## config.mk

```make
export PLATFORM = sky130hd
export DESIGN_NAME = bf16_mul_finalize
export DESIGN_NICKNAME = d
export VERILOG_FILES = /design/src/rtl/bf16_mul_finalize.sv
export SDC_FILE = /design/constraint.sdc
export NUM_CORES = 1
export LEC_CHECK = 0
export ABC_AREA = 1
export ABC_CLOCK_PERIOD_IN_PS = 1770
export CAP_MARGIN = 20
export CORE_MARGIN = 4
export CORE_UTILIZATION = 45
export DETAILED_ROUTE_END_ITERATION = 8
export GPL_TIMING_DRIVEN = 1
export PLACE_DENSITY = 0.78
export RECOVER_POWER = 25
export SYNTH_ARGS = -nofsm -noshare
export SYNTH_HDL_FRONTEND = slang
export SYNTH_SLANG_ARGS = --single-unit
```

## constraint.sdc

```tcl
create_clock -name clk -period 1.77 [get_ports clk]
set_input_delay 0.2655 -clock clk [delete_from_list [all_inputs] [get_ports clk]]
set_output_delay 0.2655 -clock clk [all_outputs]
set_load 0.05 [all_outputs]
```

## src/rtl/bf16_mul_finalize.sv

```systemverilog
// bfloat16 multiply finalisation: sign/exponent, special operands, overflow/underflow, 2-stage valid/ready.
// Optional `FMUL_SAT_EN: arithmetic overflow saturates to the largest finite magnitude instead of Inf.
module bf16_mul_finalize #(
   parameter int EXP_W = 8,
   parameter int MAN_W = 7,
   parameter int BIAS  = 127
) (
   input  logic                   clk,
   input  logic                   rst,
   input  logic                   in_valid,
   output logic                   in_ready,
   input  logic                   Xs,
   input  logic                   Ys,
   input  logic [EXP_W-1:0]       Xe,
   input  logic [EXP_W-1:0]       Ye,
   input  logic                   x_man_nz,
   input  logic                   y_man_nz,
   input  logic [MAN_W-1:0]       Zm,
   input  logic                   PM15,
   output logic                   out_valid,
   input  logic                   out_ready,
   output logic [EXP_W+MAN_W:0]   Z,
   output logic                   ovf,
   output logic                   unf,
   output logic                   nan,
   input  logic                   clr_flags,
   output logic                   ovf_sticky,
   output logic                   unf_sticky,
   output logic                   nan_sticky
);
   localparam int EW = EXP_W + 2;
   localparam logic [EXP_W-1:0]        EXP_ONES = '1;
   localparam logic signed [EW-1:0]    E_OVF    = EW'(2**EXP_W - 1);

   logic adv1, adv2, out_xfer;

   logic                 s1_valid_q, s1_sign_q;
   logic [EW-1:0]        s1_exp_q, s1_exp_d;
   logic [MAN_W-1:0]     s1_man_q;
   logic                 s1_xz_q, s1_yz_q, s1_xinf_q, s1_yinf_q, s1_xnz_q, s1_ynz_q;

   logic                 out_valid_q;
   logic [EXP_W+MAN_W:0] z_q, z_d;
   logic                 ovf_q, ovf_d, unf_q, unf_d, nan_q, nan_d;
   logic                 ovf_st_q, unf_st_q, nan_st_q;

   logic signed [EW-1:0] e_s;
   logic                 nan_c, inf_c, zero_c;

   assign adv2     = !out_valid_q || out_ready;
   assign adv1     = !s1_valid_q || adv2;
   assign in_ready = adv1;
   assign out_xfer = out_valid_q && out_ready;

   // Two guard bits keep the unbiased sum exact so overflow and underflow classify correctly.
   assign s1_exp_d = EW'(Xe) + EW'(Ye) - EW'(BIAS) + EW'(PM15);

   always_ff @(posedge clk or posedge rst) begin
      if (rst) begin
         s1_valid_q <= 1'b0;
         s1_sign_q  <= 1'b0;
         s1_exp_q   <= '0;
         s1_man_q   <= '0;
         s1_xz_q    <= 1'b0;
         s1_yz_q    <= 1'b0;
         s1_xinf_q  <= 1'b0;
         s1_yinf_q  <= 1'b0;
         s1_xnz_q   <= 1'b0;
         s1_ynz_q   <= 1'b0;
      end else if (adv1) begin
         s1_valid_q <= in_valid;
         if (in_valid) begin
            s1_sign_q <= Xs ^ Ys;
            s1_exp_q  <= s1_exp_d;
            s1_man_q  <= Zm;
            s1_xz_q   <= (Xe == '0);
            s1_yz_q   <= (Ye == '0);
            s1_xinf_q <= (Xe == EXP_ONES);
            s1_yinf_q <= (Ye == EXP_ONES);
            s1_xnz_q  <= x_man_nz;
            s1_ynz_q  <= y_man_nz;
         end
      end
   end

   assign e_s    = signed'(s1_exp_q);
   assign nan_c  = (s1_xinf_q && s1_xnz_q) || (s1_yinf_q && s1_ynz_q) ||
                   (s1_xinf_q && s1_yz_q)  || (s1_yinf_q && s1_xz_q);
   assign inf_c  = s1_xinf_q || s1_yinf_q;
   assign zero_c = s1_xz_q || s1_yz_q;

   always_comb begin
      z_d   = '0;
      ovf_d = 1'b0;
      unf_d = 1'b0;
      nan_d = 1'b0;
      if (nan_c) begin
         z_d   = {1'b0, EXP_ONES, 1'b1, {(MAN_W-1){1'b0}}};
         nan_d = 1'b1;
      end else if (inf_c) begin
         z_d = {s1_sign_q, EXP_ONES, {MAN_W{1'b0}}};
      end else if (zero_c) begin
         z_d = {s1_sign_q, {(EXP_W+MAN_W){1'b0}}};
      end else if (e_s >= E_OVF) begin
`ifdef FMUL_SAT_EN
         z_d = {s1_sign_q, {(EXP_W-1){1'b1}}, 1'b0, {MAN_W{1'b1}}};
`else
         z_d = {s1_sign_q, EXP_ONES, {MAN_W{1'b0}}};
`endif
         ovf_d = 1'b1;
      end else if (e_s[EW-1] || (e_s == '0)) begin
         z_d   = {s1_sign_q, {(EXP_W+MAN_W){1'b0}}};
         unf_d = 1'b1;
      end else begin
         z_d = {s1_sign_q, s1_exp_q[EXP_W-1:0], s1_man_q};
      end
   end

   always_ff @(posedge clk or posedge rst) begin
      if (rst) begin
         out_valid_q <= 1'b0;
         z_q         <= '0;
         ovf_q       <= 1'b0;
         unf_q       <= 1'b0;
         nan_q       <= 1'b0;
      end else if (adv2) begin
         out_valid_q <= s1_valid_q;
         if (s1_valid_q) begin
            z_q   <= z_d;
            ovf_q <= ovf_d;
            unf_q <= unf_d;
            nan_q <= nan_d;
         end
      end
   end

   // Clear is applied first so a flag set by a transfer in the same cycle survives.
   always_ff @(posedge clk or posedge rst) begin
      if (rst) begin
         ovf_st_q <= 1'b0;
         unf_st_q <= 1'b0;
         nan_st_q <= 1'b0;
      end else begin
         ovf_st_q <= (ovf_st_q && !clr_flags) || (out_xfer && ovf_q);
         unf_st_q <= (unf_st_q && !clr_flags) || (out_xfer && unf_q);
         nan_st_q <= (nan_st_q && !clr_flags) || (out_xfer && nan_q);
      end
   end

   assign out_valid  = out_valid_q;
   assign Z          = z_q;
   assign ovf        = ovf_q;
   assign unf        = unf_q;
   assign nan        = nan_q;
   assign ovf_sticky = ovf_st_q;
   assign unf_sticky = unf_st_q;
   assign nan_sticky = nan_st_q;

endmodule
```

==> qor.yml, run 1 <==
placement:
  dpl.hpwl_microns: 4630
  io_buffers: 56
  gp_congestion: 0.890
  place_ws_ns: -0.612
pwr:
  p_per_area_nw_per_um2: 1080
  p_clk_share_pct: 15.8
  total_leakage_power_nw: 1.96
  p_seq_share_pct: 37.8
  p_comb_share_pct: 46.5
  peakVddDrop_mv: 0.677
  power_switching_w: 0.00166
  sw_frac_of_total_pct: 42.1
  cell_internal_pwr_w: 0.00229
  p_total_w: 0.00396
drt:
  vias: 2360
  wl_per_cell_microns: 12.2
  wl_microns: 5930
  antenna_left: 0
  drtIter0Drc: 91
  via_per_inst: 4.84
  wl_met1_microns: 2600
  wl_met3_microns: 299
  dr.max_layer_used: "met4"
  wl_met2_microns: 2910
  route.detailed.drc: 0
  drtPass1Iterations: 4
logic_synthesis:
  synth-simple-area-share_pct: 25.9
  syn_inst: 332
  ys_seq_elements: 48
  synth_top_family_by_area: "simple AND/OR/NAND/NOR gates"
  synth_area_sq_um: 2610
  synth_top_flop_cell: "dfrtp_1"
  synth-compound-area-share_pct: 9.35
  yosysWarnings: 0
  synth-adder-area-share_pct: 8.44
  synth-edff-count: 0
  synthMuxAreaShare_pct: 0
  syn_area_per_cell_sq_um: 7.86
  synth-xor-area-share_pct: 1.34
  yosysSeqAreaShare_pct: 46.0
  syn_nets: 382
  synthArstFlopShare_pct: 100
  ys_types: 28
timing:
  setup_viol: 0
  min_period_over_period_pct: 98.1
  skew_ns: 0.0147
  slew_viol_final: 0
  worstMarginPinSlew_ns: 1.14
  fmax_ghz: 0.576
  hold_viol_final: 0
  timing.hold.ws_ns: 0.377
  slew-limit-headroom_pct: 24.3
  fin_ws_ns: 0.0328
  fin_crit_ns: 1.74
clock_tree:
  clk_latency_ns: 0.30
  clock_sinks: 48
  cts-htree-levels: 2
  clkSlewWorstSetupHoldPaths_ns: 0.08
  hold_buffers: 0
  root_buffer: "clkbuf_8"
  clockBufferDepth: 2
  numCtsBuffers: 5
  cts_tree: "built"
global_route:
  grt_pass1_wl_microns: 9690
  overflow: 0
  grt_max_degree: 49
  grtUsageTotal_pct: 16.5
  antenna_found_initial: 0
  grt_pass1_vias: 2320
hold_path:
  min_to: "s1_yz_q$_DFFE_PP0P_"
  hold_class: "in2reg"
  hold_depth: 4
  min_from: "Ye[1]"
setup_path:
  cp_data_required_time_ns: 1.96
  crit_path_end_kind: "register"
  crit_type: "in2reg"
  worstPathArrival_ns: 1.93
  r2r_slack_ns: 0.39
  cp_max_fo: 3
  reg2reg_depth: 8
  crit_path_top_delay_cell: "clkdlybuf4s50_1"
  reg2reg_to: "Z[11]$_DFFE_PP0P_"
  path_cells: "clkdlybuf4s50_1 -> inv_1 -> ha_1 -> inv_1 -> ha_4 -> a21oi_1 -> o21a_1 -> nand3_1 -> nand3_1 -> nand2_1"
  slowest_delay_ns: 0.49
  crit_path_start_kind: "input port"
  reg2reg_from: "e_s[3]$_DFFE_PP0P_"
die:
  initial_utilization_pct: 46.8
  dieArea_sq_um: 7080
  rows: 27
  ioPinCount: 57
  die_h_microns: 84.1
  die_w_microns: 84.1
  core_area_sq_um: 5570
final_layout:
  layout_common_cells: "nand2_1, inv_1, dfrtp_1"
  num_antenna_cells: 0
  mostFrequentLayoutCell: "nand2_1"
  final_layout_size_suffix_gt1_share_pct: 18.8
  areaGrowthSynthToFinish_pct: 40.9
  fin_nets: 465
  final_core_util_pct: 65.9
  largest_reg_flops: 16
flow_run:
  maxCapViolations: 0
outcome:
  status: "finished clean"
Yosys cell counts (2+ instances only):
cell | number | share of area, %
or2_2 | 2 | 0.48
o21a_1 | 2 | 0.58
nand2_2 | 2 | 0.48
nand3b_1 | 2 | 0.58
dfrtp_1 | 48 | 46
nor2_1 | 24 | 3.5
buf_2 | 2 | 0.38
inv_2 | 3 | 0.43
o21ai_0 | 18 | 3.5
o31ai_1 | 2 | 0.58
clkbuf_1 | 4 | 0.58
nand4_1 | 4 | 0.96
nand2_1 | 102 | 15
nor4_1 | 4 | 0.96
nand3_1 | 15 | 2.9
o22ai_1 | 4 | 0.96
inv_1 | 52 | 7.5
a21oi_1 | 15 | 2.9
xor2_1 | 3 | 1.0
ha_1 | 16 | 7.7
logic make-up after synthesis:
kind of cell / count (synthesis)
AO/OA/AOI/OAI: 43
XOR/XNOR: 4
adder cells (fa/ha/maj): 17
buffers and inverters: 61
flip-flops: 48
AND/OR/NAND/NOR: 159
through the flow:
stage | setup TNS (ns) | instance area [sq um] | std cells
after floorplan | 0 | 2620 | 332
after global routing | -0.0131 | 3670 | 488
after detailed placement | -3.92 | 3440 | 480
after CTS | -0.00272 | 3550 | 488
final | 0 | 3670 | 488
after global placement | -3.47 | 3440 | 480
power groups by stage:
stage               logic, W  registers, W  clock network [W]
floorplan           0.000617       0.00206                  0
global placement     0.00176       0.00151                  0
detailed placement   0.00179       0.00152                  0
CTS                  0.00180       0.00150           0.000645
global route         0.00198       0.00153           0.000695
finish               0.00184       0.00149           0.000623
final cells by class:
cell class | instances | area, sq um
sequential | 48 | 1200
tap | 72 | 90.1
clock inverter | 2 | 12.5
fill | 481 | 1900
inverter | 55 | 206
multi-input combinational | 223 | 1320
timing repair buffer | 82 | 768
clock buffer | 6 | 72.6
how the worst max path moves through the flow:
stage,start,cells after the start,slack [ns],to
global placement,Xe[0],13,-0.54,e_s[8]$_DFFE_PP0P_
finish,Xe[7],10,0.03,e_s[8]$_DFFE_PP0P_
floorplan,Xe[0],12,0.01,e_s[8]$_DFFE_PP0P_
detailed placement,Xe[0],13,-0.61,e_s[8]$_DFFE_PP0P_
CTS,Ye[3],9,-0.003,e_s[8]$_DFFE_PP0P_
global route,Ye[7],11,-0.01,e_s[8]$_DFFE_PP0P_
critical path: cells and delay by family:
family | cells | cell delay (ns)
fa+ha+maj | 2 | 0.50
compound gates | 2 | 0.29
simple gates | 3 | 0.22
buf+inv | 3 | 0.65
per-layer routing:
metal	global-route usage, %	vias to the layer above
met2	28.4	70
met3	3.04	10
met5	0	-
li1	-	1217
met4	7.31	0
met1	20.2	1063
what timing repair did:
item / in CTS / in global routing
gates resized for setup: 9 / 25
setup buffers: 0 / 0
pin swaps: 6 / 6
setup endpoints to repair: 8 / 14
Power figures use the tool's default switching activity.
==> run 2: changes to the inputs <==
CAP_MARGIN = 25   (was 20)
SETUP_SLACK_MARGIN = 0.1   (was default)
==> run 2 against run 1 <==
  * Sequential power barely moved
  * Total power rose by 0.93%
  * Flip-flop and latch count did not move
  * Critical path depth did not move
  * First-iteration DRC count rose by 2.2%
  * Highest routed layer unchanged
  * Wire length rose by 6.1%
  * Largest power group unchanged
  * Clock power rose by 8.0%
==> qor.yml, run 2 (synthesis results as in run 1) <==
drt:
  antenna_left: 0  # unchanged
  wl_per_cell_microns: 12.9  # was 12.2 microns
  drtIter0Drc: 93  # was 91
  route.detailed.drc: 0  # unchanged
  via_per_inst: 4.93  # was 4.84
  drtPass1Iterations: 6  # was 4
  wl_microns: 6300  # was 5930 microns
  vias: 2403  # was 2360
timing:
  slew-limit-headroom_pct: 57.6  # was 24.3%
  fin_crit_ns: 1.60  # was 1.74 ns
  slew_viol_final: 0  # unchanged
  min_period_over_period_pct: 90.5  # was 98.1%
  skew_ns: 0.0122  # was 0.0147 ns
  rsz0062_at_grt: "yes"
  setup_tns_ns: 0  # unchanged
  setup_viol: 0  # unchanged
  fin_ws_ns: 0.168  # was 0.0328 ns
  worstMarginPinSlew_ns: 0.636  # was 1.14 ns
  fmax_ghz: 0.624  # was 0.576 GHz
  hold_viol_final: 0  # unchanged
clock_tree:
  root_buffer: "clkbuf_8"  # unchanged
  clockBufferDepth: 2  # unchanged
  clkSlewWorstSetupHoldPaths_ns: 0.09  # was 0.08 ns
  cts_tree: "built"  # unchanged
  cts-htree-levels: 2  # unchanged
  hold_buffers: 0  # unchanged
  clk_latency_ns: 0.30  # about the same
  numCtsBuffers: 5  # unchanged
  clock_sinks: 48  # unchanged
pwr:
  cell_internal_pwr_w: 0.00230  # was 0.00229 W
  sw_frac_of_total_pct: 42.5  # was 42.1%
  total_leakage_power_nw: 1.93  # was 1.96 nW
  p_comb_share_pct: 45.7  # was 46.5%
  peakVddDrop_mv: 0.653  # was 0.677 mV
  p_clk_share_pct: 16.9  # was 15.8%
  p_seq_share_pct: 37.5  # was 37.8%
  p_per_area_nw_per_um2: 1080  # about the same
  power_switching_w: 0.00170  # was 0.00166 W
setup_path:
  crit_buf_inv: 2  # was 3
  cp_max_fo: 3  # unchanged
  crit_path_start_kind: "input port"  # unchanged
  slowest_delay_ns: 0.38  # was 0.49 ns
  crit_path_end_kind: "register"  # unchanged
  path_cells: "dlygate4sd2_1 -> ha_1 -> inv_1 -> fa_2 -> o21ai_4 -> nand2_1 -> nand2_1 -> nand2_1 -> nand3_1 -> nand2_1"  # was clkdlybuf4s50_1 -> inv_1 -> ha_1 -> inv_1 -> ha_4 -> a21oi_1 -> o21a_1 -> nand3_1 -> nand3_1 -> nand2_1
  cp_data_required_time_ns: 1.96  # about the same
  crit_type: "in2reg"  # unchanged
  crit_path_top_delay_cell: "fa_2"  # was clkdlybuf4s50_1
  worstPathArrival_ns: 1.79  # was 1.93 ns
  crit_top_cell: "nand2_1"
  critical-path-top-delay-family: "adder cells"  # was buffers and inverters
global_route:
  grt_pass1_wl_microns: 10600  # was 9690 microns
  grtUsageTotal_pct: 18.2  # was 16.5%
  grt_pass1_vias: 2325  # was 2320
  grtUsageMet3_pct: 3.53  # was 3.04%
  met1_usage_pct: 23.4  # was 20.2%
  grt_max_degree: 29  # was 49
  met2_usage_pct: 30.4  # was 28.4%
  busiest_layer: "met2"  # unchanged
  antenna_found_initial: 0  # unchanged
  overflow: 0  # unchanged
final_layout:
  final_core_util_pct: 66.2  # was 65.9%
  largest_reg_flops: 16  # unchanged
  areaGrowthSynthToFinish_pct: 41.5  # was 40.9%
  finish.instance_area_sq_um: 3690  # was 3670 sq um
  final_layout_size_suffix_gt1_share_pct: 21.0  # was 18.8%
  fin_nets: 464  # was 465
  mostFrequentLayoutCell: "nand2_1"  # unchanged
  layout_common_cells: "nand2_1, dfrtp_1, inv_1"  # was nand2_1, inv_1, dfrtp_1
  num_antenna_cells: 0  # unchanged
flow_run:
  maxCapViolations: 0  # unchanged
placement:
  gp_congestion: 0.923  # was 0.890
  place_ws_ns: -0.522  # was -0.612 ns
  io_buffers: 56  # unchanged
  dpl_cell_area_sq_um: 3450  # was 3440 sq um
  dpl.hpwl_microns: 4750  # was 4630 microns
die:
  initial_utilization_pct: 46.8  # unchanged
  core_area_sq_um: 5570  # unchanged
  die_h_microns: 84.1  # unchanged
  rows: 27  # unchanged
  die_w_microns: 84.1  # unchanged
  ioPinCount: 57  # unchanged
  dieArea_sq_um: 7080  # unchanged
hold_path:
  hold_class: "in2reg"  # unchanged
outcome:
  status: "finished clean"  # unchanged
[run 2: cell types whose count changed in the layout (fill, tap and decap cells not counted), sizes merged, moves of 2 or more]
cell           before  now
clkdlybuf4s50      30   14
dlymetal6s2s       10    7
dlygate4sd2         2   18
clkinv              2    0
clkbuf              7    9
[run 2: final cells by class]
| class | count | area [sq um] |
|---|---|---|
| clock buffers | 7 | 86.3 |
| clock inverters | 1 | 7.51 |
| fillers | 476 | 1880 |
| inverters | 55 | 211 |
| multi-input cells | 223 | 1390 |
| flip-flops and latches | 48 | 1200 |
| well taps | 72 | 90.1 |
| repair buffers | 81 | 708 |
[run 2: metrics by stage]
step / total power, W / hold slack (ns) / std cells
2_1_floorplan: 0.00268 / 0.375 / 332
3_3_place_gp: 0.00327 / 0.466 / 479
3_5_place_dp: 0.00332 / 0.469 / 479
4_1_cts: 0.00400 / 0.259 / 487
5_1_grt: 0.00423 / 0.330 / 487
6_report: 0.00399 / 0.297 / 487
[run 2: power by group through the flow]
stage / combinational (W) / sequential (W) / clock (W)
global route: 0.00198 / 0.00153 / 0.000715
global placement: 0.00175 / 0.00151 / 0
floorplan: 0.000625 / 0.00206 / 0
finish: 0.00182 / 0.00150 / 0.000673
CTS: 0.00181 / 0.00150 / 0.000687
detailed placement: 0.00179 / 0.00152 / 0
[run 2: tightest hold or removal path, delay by kind of cell]
family                 cells  cell delay [ns]
AO/OA/AOI/OAI              1             0.06
buffers and inverters      2             0.17
AND/OR/NAND/NOR            1             0.07
[run 2: path summary, 6_finish.rpt]
path | slack, ns | depth (start not counted) | startpoint | endpoint
worst min register to register | 0.48 | 2 | Z[0]$_DFFE_PP0P_ | Z[0]$_DFFE_PP0P_
worst max register to register | 0.39 | 8 | e_s[5]$_DFFE_PP0P_ | Z[14]$_DFFE_PP0P_
max in group asynchronous | 0.43 | 3 | rst | s1_xz_q$_DFFE_PP0P_
worst min-delay path | 0.30 | 4 | Ye[7] | s1_yz_q$_DFFE_PP0P_
min in group asynchronous | 0.47 | 2 | rst | Z[15]$_DFFE_PP0P_
worst max-delay path | 0.17 | 10 | Ye[1] | e_s[8]$_DFFE_PP0P_
[run 2: routing by layer]
metal	wire [microns]	vias to the layer above
met5	0	-
met4	119	0
met3	344	12
met2	3060	70
met1	2770	1109
li1	-	1212
[run 2: what timing repair did]
| action | in CTS | in global routing |
|---|---|---|
| gates resized for setup | 35 | 17 |
| setup endpoints to repair | 19 | 7 |
| buffers inserted | 0 | 0 |
| pin swaps | 17 | 8 |
==> run 3: changes to the inputs <==
ABC_AREA = 0   (was 1)
PLACE_DENSITY = 0.73   (was 0.78)
RECOVER_POWER = default   (was 25)
==> run 3 against run 2 <==
  * Clock-buffer cell count fell by 1
  * Hold slack got worse by 0.050 ns
  * Via count fell by 9.9%
  * Setup slack got worse by 0.15 ns
  * Die area fell by 5.0%
  * Total power fell by 4.1%
  * Critical path depth rose by 2
  * Cell count fell by 15%
  * Critical endpoint is now e_s[6]$_DFFE_PP0P_
  * Largest power group unchanged
==> qor.yml, run 3 <==
outcome:
  status: "finished clean"  # unchanged
die:
  die_h_microns: 82.0  # was 84.1 microns
  dieArea_sq_um: 6730  # was 7080 sq um
  core_area_sq_um: 5200  # was 5570 sq um
  rows: 26  # was 27
  ioPinCount: 57  # unchanged
  die_w_microns: 82.0  # was 84.1 microns
  initial_utilization_pct: 47.4  # was 46.8%
logic_synthesis:
  syn_nets: 286  # was 382
  synth-edff-count: 0  # unchanged
  synthTopCellsByArea: "dfrtp_1, ha_1, o21ai_0"  # was dfrtp_1, nand2_1, ha_1
  ys_seq_elements: 48  # unchanged
  synth_area_sq_um: 2470  # was 2610 sq um
  syn_inst: 236  # was 332
  synthArstFlopShare_pct: 100  # unchanged
  yosysWarnings: 0  # unchanged
  syn_area_per_cell_sq_um: 10.4  # was 7.86 sq um
  ys_types: 44  # was 28
  synth_top_cell_by_area: "dfrtp_1"  # unchanged
  synth_common_cells: "dfrtp_1, o21ai_0, nand2_1"  # was nand2_1, inv_1, dfrtp_1
  yosysMostFrequentCell: "dfrtp_1"  # was nand2_1
  synth_top_flop_cell: "dfrtp_1"  # unchanged
  synth_top_area_share_pct: 48.7  # was 46.0%
  yosysSeqAreaShare_pct: 48.7  # was 46.0%
setup_path:
  worstPathArrival_ns: 1.96  # was 1.79 ns
  crit_path_start_kind: "input port"  # unchanged
  cp_data_required_time_ns: 1.98  # was 1.96 ns
  path_cells: "buf_8 -> inv_12 -> ha_4 -> inv_2 -> ha_4 -> inv_2 -> fa_2 -> nor2b_2 -> o31a_1 -> o21a_1 -> o21a_1 -> o31ai_1"  # was dlygate4sd2_1 -> ha_1 -> inv_1 -> fa_2 -> o21ai_4 -> nand2_1 -> nand2_1 -> nand2_1 -> nand3_1 -> nand2_1
  crit_path_end_kind: "register"  # unchanged
  slowest_delay_ns: 0.27  # was 0.38 ns
  cp_max_fo: 2  # was 3
  crit_type: "in2reg"  # unchanged
  crit_path_top_delay_cell: "o31a_1"  # was fa_2
  r2r_slack_ns: 0.07  # was 0.39 ns
timing:
  slew-limit-headroom_pct: 59.8  # was 57.6%
  setup_viol: 0  # unchanged
  rsz0062_at_grt: "yes"  # unchanged
  min_period_over_period_pct: 99.1  # was 90.5%
  worstMarginPinSlew_ns: 0.601  # was 0.636 ns
  hold_viol_final: 0  # unchanged
  setup_tns_ns: 0  # unchanged
  slew_viol_final: 0  # unchanged
  skew_ns: 0.00782  # was 0.0122 ns
  fmax_ghz: 0.570  # was 0.624 GHz
  fin_crit_ns: 1.75  # was 1.60 ns
placement:
  dpl.hpwl_microns: 4790  # was 4750 microns
  dpl_cell_area_sq_um: 3490  # was 3450 sq um
  io_buffers: 56  # unchanged
  dp_cells: 402  # was 479
  gp_congestion: 0.908  # was 0.923
final_layout:
  layout_common_cells: "buf_4, dfrtp_1, nand2_1"  # was nand2_1, dfrtp_1, inv_1
  areaGrowthSynthToFinish_pct: 53.7  # was 41.5%
  largest_reg_flops: 16  # unchanged
  num_antenna_cells: 0  # unchanged
  final_core_util_pct: 72.8  # was 66.2%
  mostFrequentLayoutCell: "buf_4"  # was nand2_1
  fillers: 386  # was 476
  fin_cells: 416  # was 487
  fin_nets: 395  # was 464
  final_layout_size_suffix_gt1_share_pct: 39.0  # was 21.0%
  finish.instance_area_sq_um: 3790  # was 3690 sq um
global_route:
  antenna_found_initial: 0  # unchanged
  grt_pass1_vias: 2240  # was 2325
  grt_pass1_wl_microns: 9980  # was 10600 microns
  grt_max_degree: 21  # was 29
  grtUsageTotal_pct: 19.2  # was 18.2%
  overflow: 0  # unchanged
drt:
  vias: 2165  # was 2403
  wl_microns: 6100  # was 6300 microns
  wl_per_cell_microns: 14.7  # was 12.9 microns
  route.detailed.drc: 0  # unchanged
  via_per_inst: 5.20  # was 4.93
  drtIter0Drc: 96  # was 93
  drtPass1Iterations: 4  # was 6
  antenna_left: 0  # unchanged
clock_tree:
  numCtsBuffers: 5  # unchanged
  clockBufferDepth: 2  # unchanged
  cts-htree-levels: 2  # unchanged
  clock_sinks: 48  # unchanged
  cts_tree: "built"  # unchanged
  clk_latency_ns: 0.30  # about the same
  root_buffer: "clkbuf_8"  # unchanged
  clkSlewWorstSetupHoldPaths_ns: 0.09  # about the same
pwr:
  p_per_area_nw_per_um2: 1010  # was 1080 nW/um^2
  peakVddDrop_mv: 0.515  # was 0.653 mV
  p_total_w: 0.00383  # was 0.00399 W
  total_leakage_power_nw: 1.74  # was 1.93 nW
flow_run:
  maxCapViolations: 0  # unchanged
hold_path:
  hold_class: "in2async"  # was in2reg
==> run 3: logic make-up after synthesis <==
group	count (synthesis)	synth area share [%]
flip-flops	48	48.7
multiplexers	10	4.57
AND/OR/NAND/NOR	71	16.1
AO/OA/AOI/OAI	65	16.7
XOR/XNOR	5	1.78
buffers and inverters	20	3.25
adder cells (fa/ha/maj)	17	8.93
==> run 3: area by class of cell <==
cell class	count	area, sq um	area share [%]
clock buffers	6	82.6	2.18
clock inverters	2	15.0	0.396
inverters	15	76.3	2.01
multi-input cells	168	1410	37.2
flip-flops and latches	48	1200	31.7
well taps	70	87.6	2.31
repair buffers	107	917	24.2
==> run 3: worst paths after layout <==
kind / from / end / cells after the start
setup / recovery: PM15 / e_s[6]$_DFFE_PP0P_ / 12
hold / removal: rst / nan_sticky$_DFF_PP0_ / 2
setup reg to reg: e_s[6]$_DFFE_PP0P_ / Z[12]$_DFFE_PP0P_ / 6
hold reg to reg: s1_man_q[3]$_DFFE_PP0P_ / Z[3]$_DFFE_PP0P_ / 1
max in group asynchronous: rst / Z[1]$_DFFE_PP0P_ / 3
min in group clk: Ye[2] / s1_yinf_q$_DFFE_PP0P_ / 3
==> run 3: worst max-delay path: cells and delay by family <==
| kind | cells | cell delay [ns] |
|---|---|---|
| adder cells (fa/ha/maj) | 3 | 0.60 |
| AO/OA/AOI/OAI | 4 | 0.84 |
| AND/OR/NAND/NOR | 1 | 0.05 |
| buffers and inverters | 4 | 0.21 |
==> run 3: power breakdown <==
part           leakage, nW  switching (W)  internal [W]
combinational         1.11       0.000989      0.000702
sequential           0.587       0.000151       0.00132
clock               0.0434       0.000354      0.000316
==> run 3: metrics by stage <==
step	setup slack, ns	hold slack [ns]
finish	0.0159	0.247
global route	-0.0231	0.276
CTS	0.0252	0.249
detailed placement	-0.914	0.473
global placement	-0.864	0.465
floorplan	-0.189	0.362
==> run 3: layer usage <==
layer  wire, microns  track usage (%)  vias up
met4             138             6.81        0
met1            2550             22.2     1036
met5               0                0        -
met3             271             3.40       13
li1                -                -     1065
met2            3140             35.2       51
==> run 3: what timing repair did <==
action,in CTS,in global routing
hold buffers,0,0
setup endpoints to repair,31,22
cloned,0,0
resized for setup,72,22
pin swaps,27,15
buffers inserted,3,3
